==> config.mk <==
export PLATFORM = sky130hd
export DESIGN_NAME = mem_access_ctrl
export DESIGN_NICKNAME = d
export VERILOG_FILES = /design/src/rtl/mem_access_ctrl_pkg.sv /design/src/rtl/mem_lane_align.sv /design/src/rtl/mem_access_ctrl.sv
export SDC_FILE = /design/constraint.sdc
export NUM_CORES = 1
export LEC_CHECK = 0
export CORE_ASPECT_RATIO = 1.4
export CORE_MARGIN = 10
export CORE_UTILIZATION = 47
export CTS_BUF_LIST = sky130_fd_sc_hd__clkbuf_8 sky130_fd_sc_hd__clkbuf_16
export CTS_CLUSTER_SIZE = 20
export DETAILED_ROUTE_END_ITERATION = 8
export PLACE_DENSITY_LB_ADDON = 0.25
export SYNTH_ARGS = -nofsm -noshare
export SYNTH_HDL_FRONTEND = slang
export SYNTH_SLANG_ARGS = --single-unit
==> constraint.sdc <==
create_clock -name clk -period 5.3 [get_ports clk]
set_clock_uncertainty 0.15 [all_clocks]
set_input_delay 0.795 -clock clk [delete_from_list [all_inputs] [get_ports clk]]
set_output_delay 0.795 -clock clk [all_outputs]
set_load 0.05 [all_outputs]
==> src/rtl/mem_access_ctrl_pkg.sv <==
// mem_access_ctrl_pkg: shared op codes, FSM states and access-size helper
// for the data-memory initiator.
package mem_access_ctrl_pkg;

    localparam int ByteSlctWidth = 4;

    typedef enum logic [3:0] {
        OP_NOP = 4'd0,
        OP_LB  = 4'd1,
        OP_LBU = 4'd2,
        OP_LH  = 4'd3,
        OP_LHU = 4'd4,
        OP_LW  = 4'd5,
        OP_SB  = 4'd6,
        OP_SH  = 4'd7,
        OP_SW  = 4'd8
    } mem_op_e;

    typedef enum logic [1:0] {
        S_IDLE,
        S_ACCESS,
        S_DONE,
        S_ERR
    } state_e;

    typedef enum logic [1:0] {
        SZ_NONE,
        SZ_BYTE,
        SZ_HALF,
        SZ_WORD
    } size_e;

    function automatic size_e op_size(input logic [3:0] op);
        return (op == OP_LB || op == OP_LBU || op == OP_SB) ? SZ_BYTE :
               (op == OP_LH || op == OP_LHU || op == OP_SH) ? SZ_HALF :
               (op == OP_LW || op == OP_SW)                 ? SZ_WORD : SZ_NONE;
    endfunction

endpackage

==> src/rtl/mem_lane_align.sv <==
// mem_lane_align: big-endian byte-lane steering, store replication,
// misalignment detection and load sign/zero extension (purely combinational).
module mem_lane_align
    import mem_access_ctrl_pkg::*;
(
    input  logic [3:0]               op_i,
    input  logic [1:0]               off_i,
    input  logic [31:0]              wdata_i,
    input  logic [31:0]              rdata_i,
    output logic [ByteSlctWidth-1:0] byte_slct_o,
    output logic [31:0]              wdata_o,
    output logic [31:0]              rdata_o,
    output logic                     misaligned_o,
    output logic                     load_o,
    output logic                     store_o
);

    size_e       size;
    logic        sext;
    logic [7:0]  rbyte;
    logic [15:0] rhalf;

    always_comb begin
        size         = op_size(op_i);
        load_o       = op_i inside {OP_LB, OP_LBU, OP_LH, OP_LHU, OP_LW};
        store_o      = op_i inside {OP_SB, OP_SH, OP_SW};
        sext         = op_i inside {OP_LB, OP_LH};
        // offset a lives in lane 3-a, i.e. bit base 8*(~a)
        rbyte        = rdata_i[{~off_i, 3'b000} +: 8];
        rhalf        = off_i[1] ? rdata_i[15:0] : rdata_i[31:16];
        misaligned_o = (size == SZ_HALF && off_i[0]) || (size == SZ_WORD && off_i != 2'b00);
        byte_slct_o  = size == SZ_BYTE ? 4'b1000 >> off_i :
                       size == SZ_HALF ? (off_i[1] ? 4'b0011 : 4'b1100) :
                       size == SZ_WORD ? 4'b1111 : 4'b0000;
        wdata_o      = size == SZ_BYTE ? {4{wdata_i[7:0]}} :
                       size == SZ_HALF ? {2{wdata_i[15:0]}} : wdata_i;
        rdata_o      = size == SZ_BYTE ? {{24{sext & rbyte[7]}}, rbyte} :
                       size == SZ_HALF ? {{16{sext & rhalf[15]}}, rhalf} :
                       size == SZ_WORD ? rdata_i : 32'h0;
    end

endmodule

==> src/rtl/mem_access_ctrl.sv <==
// mem_access_ctrl: MEM-stage initiator for the data memory; sequences one
// load/store at a time through IDLE/ACCESS/DONE/ERR with registered outputs.
module mem_access_ctrl
    import mem_access_ctrl_pkg::*;
#(
    parameter int AddrWidth  = 32,
    parameter int DataWidth  = 32,
    parameter int WaitCycles = 1
) (
    input  logic                     clk,
    input  logic                     rst,
    input  logic                     req_i,
    input  logic [3:0]               op_i,
    input  logic [AddrWidth-1:0]     addr_i,
    input  logic [DataWidth-1:0]     wdata_i,
    output logic                     stall_o,
    output logic                     done_o,
    output logic [DataWidth-1:0]     rdata_o,
    output logic                     addr_err_o,
    output logic                     mem_ce_o,
    output logic                     mem_we_o,
    output logic [AddrWidth-1:0]     mem_addr_o,
    output logic [ByteSlctWidth-1:0] mem_byte_slct_o,
    output logic [DataWidth-1:0]     mem_data_o,
    input  logic [DataWidth-1:0]     mem_data_i
);

    localparam int CntW = WaitCycles > 1 ? $clog2(WaitCycles) : 1;

    state_e                   state_q, state_d;
    logic [CntW-1:0]          cnt_q, cnt_d;
    logic [3:0]               op_q, op_d;
    logic [1:0]               off_q, off_d;
    logic                     ce_q, ce_d, we_q, we_d, done_q, done_d, err_q, err_d;
    logic [AddrWidth-1:0]     addr_q, addr_d;
    logic [ByteSlctWidth-1:0] sel_q, sel_d;
    logic [DataWidth-1:0]     mdata_q, mdata_d, rdata_q, rdata_d;

    logic                     in_access;
    logic [ByteSlctWidth-1:0] lane_sel;
    logic [31:0]              lane_wdata, lane_rdata;
    logic                     misaligned, is_load, is_store;

    assign in_access = state_q == S_ACCESS;

    // The request may be withdrawn mid-access, so decode from the latched op then.
    mem_lane_align u_align (
        .op_i         (in_access ? op_q : op_i),
        .off_i        (in_access ? off_q : addr_i[1:0]),
        .wdata_i      (wdata_i),
        .rdata_i      (mem_data_i),
        .byte_slct_o  (lane_sel),
        .wdata_o      (lane_wdata),
        .rdata_o      (lane_rdata),
        .misaligned_o (misaligned),
        .load_o       (is_load),
        .store_o      (is_store)
    );

    always_comb begin
        state_d = state_q;
        cnt_d   = cnt_q;
        op_d    = op_q;
        off_d   = off_q;
        ce_d    = 1'b0;
        we_d    = 1'b0;
        addr_d  = addr_q;
        sel_d   = sel_q;
        mdata_d = mdata_q;
        done_d  = 1'b0;
        err_d   = 1'b0;
        rdata_d = rdata_q;
        case (state_q)
            S_IDLE: begin
                if (req_i) begin
                    op_d  = op_i;
                    off_d = addr_i[1:0];
                    if (misaligned) begin
                        state_d = S_ERR;
                        done_d  = 1'b1;
                        err_d   = 1'b1;
                    end else if (!is_load && !is_store) begin
                        state_d = S_DONE;
                        done_d  = 1'b1;
                    end else begin
                        state_d = S_ACCESS;
                        cnt_d   = CntW'(WaitCycles - 1);
                        ce_d    = 1'b1;
                        we_d    = is_store;
                        addr_d  = {addr_i[AddrWidth-1:2], 2'b00};
                        sel_d   = lane_sel;
                        mdata_d = lane_wdata;
                    end
                end
            end
            S_ACCESS: begin
                if (cnt_q == '0) begin
                    state_d = S_DONE;
                    done_d  = 1'b1;
                    rdata_d = is_load ? lane_rdata : rdata_q;
                end else begin
                    cnt_d = cnt_q - 1'b1;
                    ce_d  = 1'b1;
                    we_d  = we_q;
                end
            end
            default: state_d = S_IDLE;
        endcase
    end

    always_ff @(posedge clk or negedge rst) begin
        if (!rst) begin
            state_q <= S_IDLE;
            cnt_q   <= '0;
            op_q    <= '0;
            off_q   <= '0;
            ce_q    <= 1'b0;
            we_q    <= 1'b0;
            addr_q  <= '0;
            sel_q   <= '0;
            mdata_q <= '0;
            done_q  <= 1'b0;
            err_q   <= 1'b0;
            rdata_q <= '0;
        end else begin
            state_q <= state_d;
            cnt_q   <= cnt_d;
            op_q    <= op_d;
            off_q   <= off_d;
            ce_q    <= ce_d;
            we_q    <= we_d;
            addr_q  <= addr_d;
            sel_q   <= sel_d;
            mdata_q <= mdata_d;
            done_q  <= done_d;
            err_q   <= err_d;
            rdata_q <= rdata_d;
        end
    end

    assign stall_o         = (state_q == S_IDLE && req_i) || in_access;
    assign done_o          = done_q;
    assign addr_err_o      = err_q;
    assign rdata_o         = rdata_q;
    assign mem_ce_o        = ce_q;
    assign mem_we_o        = we_q;
    assign mem_addr_o      = addr_q;
    assign mem_byte_slct_o = sel_q;
    assign mem_data_o      = mdata_q;

endmodule

# --- After elaboration in Yosys (flattened, before gate mapping) ---
# Index checks and enable logic that the tools add are counted.
totals:
  register_bits: 111
  input_bits: 103
  output_inout_bits: 105
  elab_cells: 104
classes:
  add_sub_neg: 1
  n_eq_ne: 16
  shifts: 2
  mux: 43
  bitwise_logic: 6
  reduce_logical: 24
op_table:
  columns: ["operator", "count"]
  rows:
  - ["32-bit 2-to-1 mux", 5]
  - ["32-bit by 6-bit variable part select with 8-bit output", 1]
  - ["4-bit 2-to-1 mux", 5]
  - ["1-bit 2-to-1 mux", 19]
  - ["4-bit by 3-bit equality test with 1-bit output, second input constant", 4]
  - ["16-bit 2-to-1 mux", 1]
  - ["2-bit 2-to-1 mux", 8]
  - ["4-bit by 2-bit equality test with 1-bit output, second input constant", 2]
  - ["2-bit inequality test, second input constant", 4]
  - ["1-bit one-hot mux with 2 select lines", 4]
  - ["4-bit AND reduction", 2]
  - ["1-bit logical OR", 7]
  - ["2-bit nonzero test", 3]
  - ["5-bit nonzero test", 1]
  - ["2-bit by 1-bit equality test with 1-bit output, second input constant", 2]
  - ["2-bit equality test, second input constant", 2]
  - ["4-bit by 1-bit equality test with 1-bit output, second input constant", 1]
  - ["4-bit equality test, second input constant", 1]
  - ["1-bit logical AND", 4]
  - ["2-bit one-hot mux with 2 select lines", 1]
  - ["2-bit AND reduction", 2]
  - ["4-bit by 2-bit >> shifter with 4-bit output, first input constant", 1]
  - ["1-bit inverter", 3]
  - ["3-bit AND reduction", 1]
  - ["other kinds (6)", 8]

# --- Depth between registers and ports, before layout ---
logic_depth:
  word_depth: 13
  ltp_mapped: 10
  ltp_nobuf: 6

# --- Modules after synthesis ---
# A second synthesis with hierarchy kept.
hier_totals:
  cells_unflattened: 395
  area_unflattened_um2: 5431.5
modules_own_cells:
  columns: ["mod", "instances", "cells_each", "area_each_um2", "seq_area_each_um2"]
  rows:
  - ["mem_access_ctrl", 1, 247, 4184.0, 2752.6]
  - ["mem_lane_align", 1, 148, 1247.4, 0.0]

# --- Worst setup path after synthesis ---
# Ideal clock, no wire load.
synth_timing:
  path_type: "flip-flop to flip-flop"
  from: "register state_q[1]"
  to: "register mdata_q[14] (netlist: mem_data_o[14])"
  setup_ps: 125
  arrival_ps: 2531
  required_ps: 5025
  slack_ps: 2494
  path_stages_with_launch: 10
  path_buffers: 3
  period_less_slack_ps: 2806
  path_cell_list: "dfrtp_1 > buf_4 > nor2b_1 > buf_6 > mux2_2 > or3_4 > nand2_1 > buf_2 > mux2_2 > mux2_2"
synth_via:
  elab_chain_cells: 12
  elab_cells_between_ends: 36
  cone_classes: "eq/ne (12); mux (6); bitwise (2); reduce/logical (16)"
synth_lines:
  columns: ["element", "line", "rtl"]
  rows:
  - ["start: declaration", "mem_access_ctrl.sv:30", "state_e state_q, state_d;"]
  - ["start signal: assignment", "mem_access_ctrl.sv:126", "state_q <= state_d;"]
  - ["2-bit by 1-bit equality test with 1-bit output", "mem_access_ctrl.sv:44", "assign in_access = state_q == S_ACCESS;"]
  - ["4-bit 2-to-1 mux", "mem_access_ctrl.sv:48", ".op_i (in_access ? op_q : op_i),"]
  - ["4-bit by 3-bit equality test with 1-bit output (tied with other cells)", "mem_access_ctrl_pkg.sv:36, mem_lane_align.sv:25", null]
  - ["1-bit logical OR (on tied branches)", "mem_access_ctrl_pkg.sv:36, mem_access_ctrl_pkg.sv:35", null]
  - ["2-bit 2-to-1 mux / 1-bit logical OR (equally long branches)", "mem_access_ctrl_pkg.sv:36, mem_access_ctrl_pkg.sv:35", null]
  - ["2-bit 2-to-1 mux", "mem_access_ctrl_pkg.sv:35", "(op == OP_LH || op == OP_LHU || op == OP_SH) ? SZ_HALF :"]
  - ["2-bit 2-to-1 mux", "mem_access_ctrl_pkg.sv:34", "return (op == OP_LB || op == OP_LBU || op == OP_SB) ? SZ_BYTE :"]
  - ["2-bit equality test", "mem_lane_align.sv:31", "misaligned_o = (size == SZ_HALF && off_i[0]) || (size == SZ_WORD && off_i != 2'b00);"]
  - ["1-bit logical AND", "mem_lane_align.sv:31", null]
  - ["1-bit logical OR", "mem_lane_align.sv:31", null]
  - ["1-bit inverter (no source line)", null, null]
  - ["4-bit AND reduction (no source line)", null, null]
  - ["end signal: assignment", "mem_access_ctrl.sv:134", "mdata_q <= mdata_d;"]
  - ["end: declaration", "mem_access_ctrl.sv:37", "logic [DataWidth-1:0] mdata_q, mdata_d, rdata_q, rdata_d;"]
# Parallel ways exist; a longest one is shown, timed or not.
# A chain may end at the register's enable or synchronous reset.

# --- Final worst setup path ---
layout_timing:
  from: "register state_q[0]"
  to: "register addr_q[16] (netlist: mem_addr_o[16])"
layout_via:
  elab_chain_cells: 12
  elab_cells_between_ends: 34
  cone_classes: "eq/ne (11); mux (5); bitwise (2); reduce/logical (16)"
layout_lines:
  columns: ["element", "line", "rtl"]
  rows:
  - ["2-bit by 1-bit equality test with 1-bit output", "mem_access_ctrl.sv:44", null]
  - ["4-bit 2-to-1 mux", "mem_access_ctrl.sv:48", null]
  - ["4-bit by 3-bit equality test with 1-bit output (tied with other cells)", "mem_access_ctrl_pkg.sv:36, mem_lane_align.sv:25", null]
  - ["1-bit logical OR (on tied branches)", "mem_access_ctrl_pkg.sv:36, mem_access_ctrl_pkg.sv:35", null]
  - ["2-bit 2-to-1 mux / 1-bit logical OR (equally long branches)", "mem_access_ctrl_pkg.sv:36, mem_access_ctrl_pkg.sv:35", null]
  - ["2-bit 2-to-1 mux", "mem_access_ctrl_pkg.sv:35", null]
  - ["2-bit 2-to-1 mux", "mem_access_ctrl_pkg.sv:34", null]
  - ["2-bit equality test", "mem_lane_align.sv:31", null]
  - ["1-bit logical AND", "mem_lane_align.sv:31", null]
  - ["1-bit logical OR", "mem_lane_align.sv:31", null]
  - ["1-bit inverter (no source line)", null, null]
  - ["4-bit AND reduction (no source line) (*)", null, null]
  - ["end signal: assignment", "mem_access_ctrl.sv:132", "addr_q <= addr_d;"]
  - ["end: declaration", "mem_access_ctrl.sv:35", "logic [AddrWidth-1:0] addr_q, addr_d;"]
# Every way passes the cells marked *; elsewhere a longest branch is shown, timed or not.

==> results_dict.tcl <==
set metrics [dict create \
    run_status "complete, no violations" \
    holdWs_ns 0.343 \
    endpoint_kind "register" \
    cap_viol_max_count 0 \
    power_density_mw_per_mm2 725 \
    layout.cells.non_filler 806 \
    reg2reg_to "mem_addr_o[16]$_DFFE_PN0P_" \
    detail_route.wl_per_cell_um 20.5 \
    hold_path.class "reg -> reg" \
    rsz_0062_raised_after_global_routing "false" \
    drt.antenna.violating_nets 0 \
    antenna_found_initial 0 \
    period_share_pct 70.9 \
    ctsHtreeMaxLevel 3 \
    synthToLayoutAreaGrowth_pct 45.7 \
    setup_viol 0 \
    synthDominantAreaCellType "sky130_fd_sc_hd__dfrtp_1" \
    floorplan.die.width_um 109 \
    port_buffers 205 \
    postSynthCellCount 466 \
    initial_utilization_pct 48.2 \
    ctsLongestPathBuffers 2 \
    viasPerCell 5.48 \
    r2r_cells 7 \
    ioPinCount 208 \
    timing.critical_path.required_ns 5.38 \
    synth-edff-count 0 \
    reg_to_reg_setup_timing_slack_ns 1.54 \
    max_clock_freq_mhz 266 \
    placementRows 45 \
    ys_top_cells_by_area "sky130_fd_sc_hd__dfrtp_1, sky130_fd_sc_hd__mux2_2, sky130_fd_sc_hd__nand2_1, sky130_fd_sc_hd__a21oi_1, sky130_fd_sc_hd__mux2i_1" \
    timing.final.ws_setup_ns 1.54 \
    hold-path-cell-count 1 \
    first_global_vias 4791 \
    worstSkewPairLatency_ns 0.34 \
    synth-warning-count 0 \
    insertedDiodeCount 0 \
    design.core.area_mm2 0.0109 \
    cts_resized 0 \
    gpl.final_weighted_congestion 0.880 \
    post-cts-setup-buffer-count 0 \
    postCtsHoldBufs 0 \
    routed-via-count 4413 \
    drive_above_1_share_pct 14.3 \
    wire_length_of_the_first_global_routing_pass_um 26100 \
    yosys.cell_count.top_type "sky130_fd_sc_hd__dfrtp_1" \
    period_minus_slack_ns 3.76 \
    fp.dieArea_mm2 0.0158 \
    yosys_register_bits 110 \
    critical_path.max_fanout 52 \
    nFillCells 801 \
    critical_path_arrival_ns 3.83 \
    postSynth.topFlopCell "sky130_fd_sc_hd__dfrtp_1" \
    global_route.overflow_total 0 \
    total_area_of_sequential_cells_mm2 0.00275 \
    final_layout_net_count 764 \
    clock_tree_from_tritoncts "built" \
    place_inst 791 \
    syn_area_mm2 0.00524 \
    irDropWorstVdd_mv 0.521 \
    pin_count_of_the_biggest_net_entering_global_routing 68 \
    clk_root_buffer_cell "sky130_fd_sc_hd__clkbuf_16" \
    cts.clk_slew.worst_paths_ns 0.07 \
    synth-seq-area-share_pct 52.5 \
    worst_slew_margin_rel_pct 24.0 \
    floorplan.die.height_um 145 \
    detail_route.iter0.violations 207 \
    synth_async_sr_flop_share_pct 100 \
    final_hold_violating_endpoints 0 \
    synth_largest_type_area_fraction_pct 52.5 \
    hold_path_startpoint "mem_addr_o[14]$_DFFE_PN0P_" \
    routed_wl_um 16500 \
    drcViolationCount 0 \
    ys_top_cells_by_count "sky130_fd_sc_hd__dfrtp_1, sky130_fd_sc_hd__nand2_1, sky130_fd_sc_hd__mux2_2" \
    worstMarginPinSlew_ns 1.14 \
    cts_made_buffers 9 \
    cts.sink_count 110 \
    setup.worst_path.start_class "register" \
    critPathKind "reg -> reg" \
    place_worst_setup_slack_ns 1.46 \
    timing.rr.start "state_q[0]$_DFFE_PN0P_" \
    fin_tns_setup_ns 0 \
    all_layer_gr_usage_pct 20.8 \
    hold-path-endpoint "mem_addr_o[14]$_DFFE_PN0P_" \
    leakage_uw 0.00316 \
    netlist-cell-type-count 46 \
    sum_of_net_half_perimeters_after_detailed_placement_um 12500 \
    mean_instance_size_in_the_synthesized_netlist_um2 11.2 \
    dr.pass1.iters 5 \
    final_max_tran_viols 0 \
    multiInputGateArea_mm2 0.00227 \
]
==> flip-flops by register name (all words and copies together) (netlist names) <==
signal           cells
off_q                2
mem_byte_slct_o      4
rdata_o             32
mem_data_o          32
addr_err_o           1
state_q              2
done_o               1
mem_we_o             1
op_q                 4
mem_ce_o             1
mem_addr_o          30
==> layout by cell type (no fill, tap or decap), types with 2 or more instances in the layout <==
| cell type | synthesis | final |
|---|---|---|
| sky130_fd_sc_hd__clkbuf_16 | 0 | 9 |
| sky130_fd_sc_hd__nand2b_1 | 2 | 2 |
| sky130_fd_sc_hd__a22oi_1 | 8 | 8 |
| sky130_fd_sc_hd__nand3_1 | 7 | 7 |
| sky130_fd_sc_hd__o22ai_1 | 4 | 4 |
| sky130_fd_sc_hd__mux2i_1 | 16 | 16 |
| sky130_fd_sc_hd__and2_1 | 4 | 4 |
| sky130_fd_sc_hd__a222oi_1 | 8 | 8 |
| sky130_fd_sc_hd__nor2b_1 | 2 | 2 |
| sky130_fd_sc_hd__inv_1 | 13 | 15 |
| sky130_fd_sc_hd__bufinv_16 | 0 | 2 |
| sky130_fd_sc_hd__nor4bb_1 | 3 | 3 |
| sky130_fd_sc_hd__nand2_1 | 61 | 61 |
| sky130_fd_sc_hd__mux2_2 | 57 | 57 |
| sky130_fd_sc_hd__a21oi_1 | 39 | 39 |
| sky130_fd_sc_hd__mux2_4 | 10 | 10 |
| sky130_fd_sc_hd__o21ai_0 | 13 | 12 |
| sky130_fd_sc_hd__a31oi_1 | 9 | 9 |
| sky130_fd_sc_hd__nor3_1 | 5 | 5 |
| sky130_fd_sc_hd__clkdlybuf4s50_1 | 0 | 204 |
| sky130_fd_sc_hd__nor2_1 | 40 | 40 |
| sky130_fd_sc_hd__conb_1 | 1 | 2 |
| sky130_fd_sc_hd__mux2_1 | 8 | 8 |
| sky130_fd_sc_hd__buf_4 | 7 | 6 |
| sky130_fd_sc_hd__dfrtp_1 | 110 | 110 |
==> how the worst max path moves through the flow <==
stage | start | to | slack, ns | cells past startpoint
2_1_floorplan | state_q[1]$_DFFE_PN0P_ | mem_data_o[14]$_DFFE_PN0P_ | 2.49 | 9
3_3_place_gp | op_i[0] | mem_data_o[17]$_DFFE_PN0P_ | 1.58 | 7
3_5_place_dp | op_i[0] | mem_addr_o[16]$_DFFE_PN0P_ | 1.46 | 7
4_1_cts | state_q[0]$_DFFE_PN0P_ | mem_addr_o[16]$_DFFE_PN0P_ | 1.59 | 7
5_1_grt | state_q[0]$_DFFE_PN0P_ | mem_addr_o[16]$_DFFE_PN0P_ | 1.29 | 7
6_report | state_q[0]$_DFFE_PN0P_ | mem_addr_o[16]$_DFFE_PN0P_ | 1.54 | 7
==> cell families after synthesis <==
logic type,Yosys count,share of synthesized area [%]
and+or+nand+nor,130,10.9
DFF,110,52.5
muxes,93,20.6
AOI/OAI and AO/OA,92,11.7
buffers and inverters,40,4.27
other,1,0.0715
==> per-layer routing <==
metal	up-vias	global-route usage (%)	share of wire, %
met5	-	0	0
met4	0	7.25	2.3
met3	23	10.7	13
met2	224	32.6	48
met1	2129	23.6	37
li1	2037	-	-
==> stage by stage <==
stage               total power [uW]  utilization [%]  cell area, um2
floorplan                       3710                -            5250
global placement                4780             67.5            7330
finish                          5540             70.3            7640
CTS                             5590             70.3            7640
global route                    5830             70.3            7640
detailed placement              4860             67.5            7330
==> power breakdown <==
part / switching (uW) / internal, uW / total [uW]
logic: 2140 / 1180 / 3320
clock network: 294 / 408 / 702
registers: 257 / 1260 / 1520
==> critical path: stages (launching register included) <==
cell	delay (ns)
sky130_fd_sc_hd__dfrtp_1	0.49
sky130_fd_sc_hd__nor2b_1	0.60
sky130_fd_sc_hd__mux2i_2	0.57
sky130_fd_sc_hd__mux2i_1	0.32
sky130_fd_sc_hd__nand4_1	0.20
sky130_fd_sc_hd__a31oi_4	0.23
sky130_fd_sc_hd__buf_4	0.61
sky130_fd_sc_hd__mux2_2	0.42
==> final cells by class <==
| type | instances | share of cell area, % |
|---|---|---|
| multi-input cells | 317 | 29.7 |
| well taps | 141 | 2.31 |
| clock inverters | 6 | 1.05 |
| flip-flops and latches | 110 | 36.0 |
| clock buffers | 9 | 2.95 |
| inverters | 13 | 0.639 |
| repair buffers | 210 | 27.3 |
(Power assumes the default switching activity.)
==> edit: new RTL, config.mk and constraints unchanged <==
Re-encode `state_e` (4 states) as one-hot, 4 bits wide.
--- a/src/rtl/mem_access_ctrl_pkg.sv
+++ b/src/rtl/mem_access_ctrl_pkg.sv
@@ -16,11 +16,11 @@
         OP_SW  = 4'd8
     } mem_op_e;
 
-    typedef enum logic [1:0] {
-        S_IDLE,
-        S_ACCESS,
-        S_DONE,
-        S_ERR
+    typedef enum logic [3:0] {
+        S_IDLE   = 4'b0001,
+        S_ACCESS = 4'b0010,
+        S_DONE   = 4'b0100,
+        S_ERR    = 4'b1000
     } state_e;
 
     typedef enum logic [1:0] {
Function: no difference found for any inputs over 4 cycles, from zero or initial values and one cycle with rst low; so few cycles prove little.
==> edit against the unedited design <==
Sequential cell count grew 2. Routed wire length grew 3.4%. Area after synthesis grew 0.60%. Cell area grew 0.59%. Worst setup slack lost 63 ps. Power shrank 9.5%. Final cell count grew 2.1%. Worst hold slack lost 8.0 ps. Global-route usage grew 0.43 points. Largest cell class unchanged. Largest power group unchanged.
==> edit: results (changes against the unedited design) <==
status: "finished, final reports clean"
worstHoldEndpoint: "rdata_o[7]$_DFFE_PN0P_"
cts_made_buffers: 9  # unchanged
postCtsSetupRepairBufs: 0  # unchanged
synthTopCellsByCount: "dfrtp_1 (111), nor2_1 (56), nand2_1 (53)"
routed_wl_um: 17100  # +3.4%
critPathArrivalTime_ps: 3820  # about the same
path_delay_family: "simple AND/OR/NAND/NOR gates"
via_per_inst: 5.61  # +2.5%
ys_seq_area_frac: 0.532  # +0.00661
grt_first_pass_wirelength_um: 26600  # +2.2%
cts_resized: 0  # unchanged
cp_max_fo: 16  # -69%
dr.pass1.iters: 4  # -1
p_leak_uw: 0.00319  # +1.0%
critPathMaxStageDelay_ps: 950  # +340 ps
r2r_setup_slack_ps: 1480  # -60 ps
grt_use_total: 0.212  # +0.00434
place_hpwl_um: 12900  # +3.5%
crit_path_end: "rdata_o[30]$_DFFE_PN0P_"
grt_max_degree: 90  # +32%
fin_nets: 780  # +2.1%
ys_warn_count: 0  # unchanged
syn_avg_cell_area_um2: 10.7  # -4.7%
synth_top_cells_by_area: "dfrtp_1 (53%), mux2_2 (9.0%), mux2i_1 (4.9%), nor2_1 (4.0%), nand2_1 (3.8%)"
worst_pin_slew_ps: 1210  # +69.1 ps
min_path_cells: 2  # +1
nFillCells: 830  # +3.6%
placed_cells: 807  # +2.0%
grt_pass1_vias: 4851  # +1.3%
drt_iter0_markers: 215  # +3.9%
worst_setup_path_startpoint: "state_q[2]$_DFFE_PN0P_"
fin_crit_ps: 3820  # +63.1 ps
critPathSlowestCell: "o21ai_1"
wire_per_inst_um: 20.7  # +1.3%
hp-class: "reg2reg"
## edit: cell types whose count changed in the layout (fill, tap and decap cells not counted), sizes merged, moves of 8 or more
| cell | unedited run | this run |
|---|---|---|
| a21oi | 39 | 26 |
| mux2 | 75 | 47 |
| nand3 | 7 | 32 |
| nand2 | 61 | 53 |
| mux2i | 17 | 26 |
| o21ai | 14 | 23 |
| nor2 | 40 | 56 |
| inv | 15 | 3 |
| a221oi | 2 | 19 |
| a222oi | 8 | 0 |
| a31oi | 11 | 3 |
## edit: cell type report
type / count / area [um^2] / area share
Inverter: 1 / 3.75 / 0.000489
Clock inverter: 6 / 65.1 / 0.00847
Sequential cell: 112 / 2800 / 0.365
Timing Repair Buffer: 210 / 2100 / 0.273
Multi-Input combinational cell: 343 / 2300 / 0.299
Tap cell: 141 / 176 / 0.0230
Clock buffer: 10 / 239 / 0.0311
## edit: metrics by stage
step	worst slack (ps)	hold slack, ps	area [um^2]	util	total power (uW)
6_report	1480	335	7680	0.703	5010
5_1_grt	1300	361	7680	0.703	5250
4_1_cts	1510	341	7680	0.703	5070
3_5_place_dp	1340	325	7380	0.676	4350
3_3_place_gp	1440	315	7380	0.676	4290
2_1_floorplan	2200	340	5280	-	3280
## edit: layer usage
layer	track usage	wire length, um
met3	0.0885	1810
met2	0.359	8790
met1	0.228	6080
met5	0	0
met4	0.0731	373
## edit: where the power goes
group	switching (uW)	internal, uW	total (uW)
clock network	309	382	691
logic	1860	960	2820
registers	259	1250	1510
total	2430	2590	5010
## edit: cell families after synthesis
| group | Yosys count | share of synthesized area |
|---|---|---|
| other cells | 1 | 0.000711 |
| compound gates | 104 | 0.138 |
| mux | 73 | 0.150 |
| simple gates | 164 | 0.144 |
| flops | 112 | 0.532 |
| buf+inv | 38 | 0.0363 |
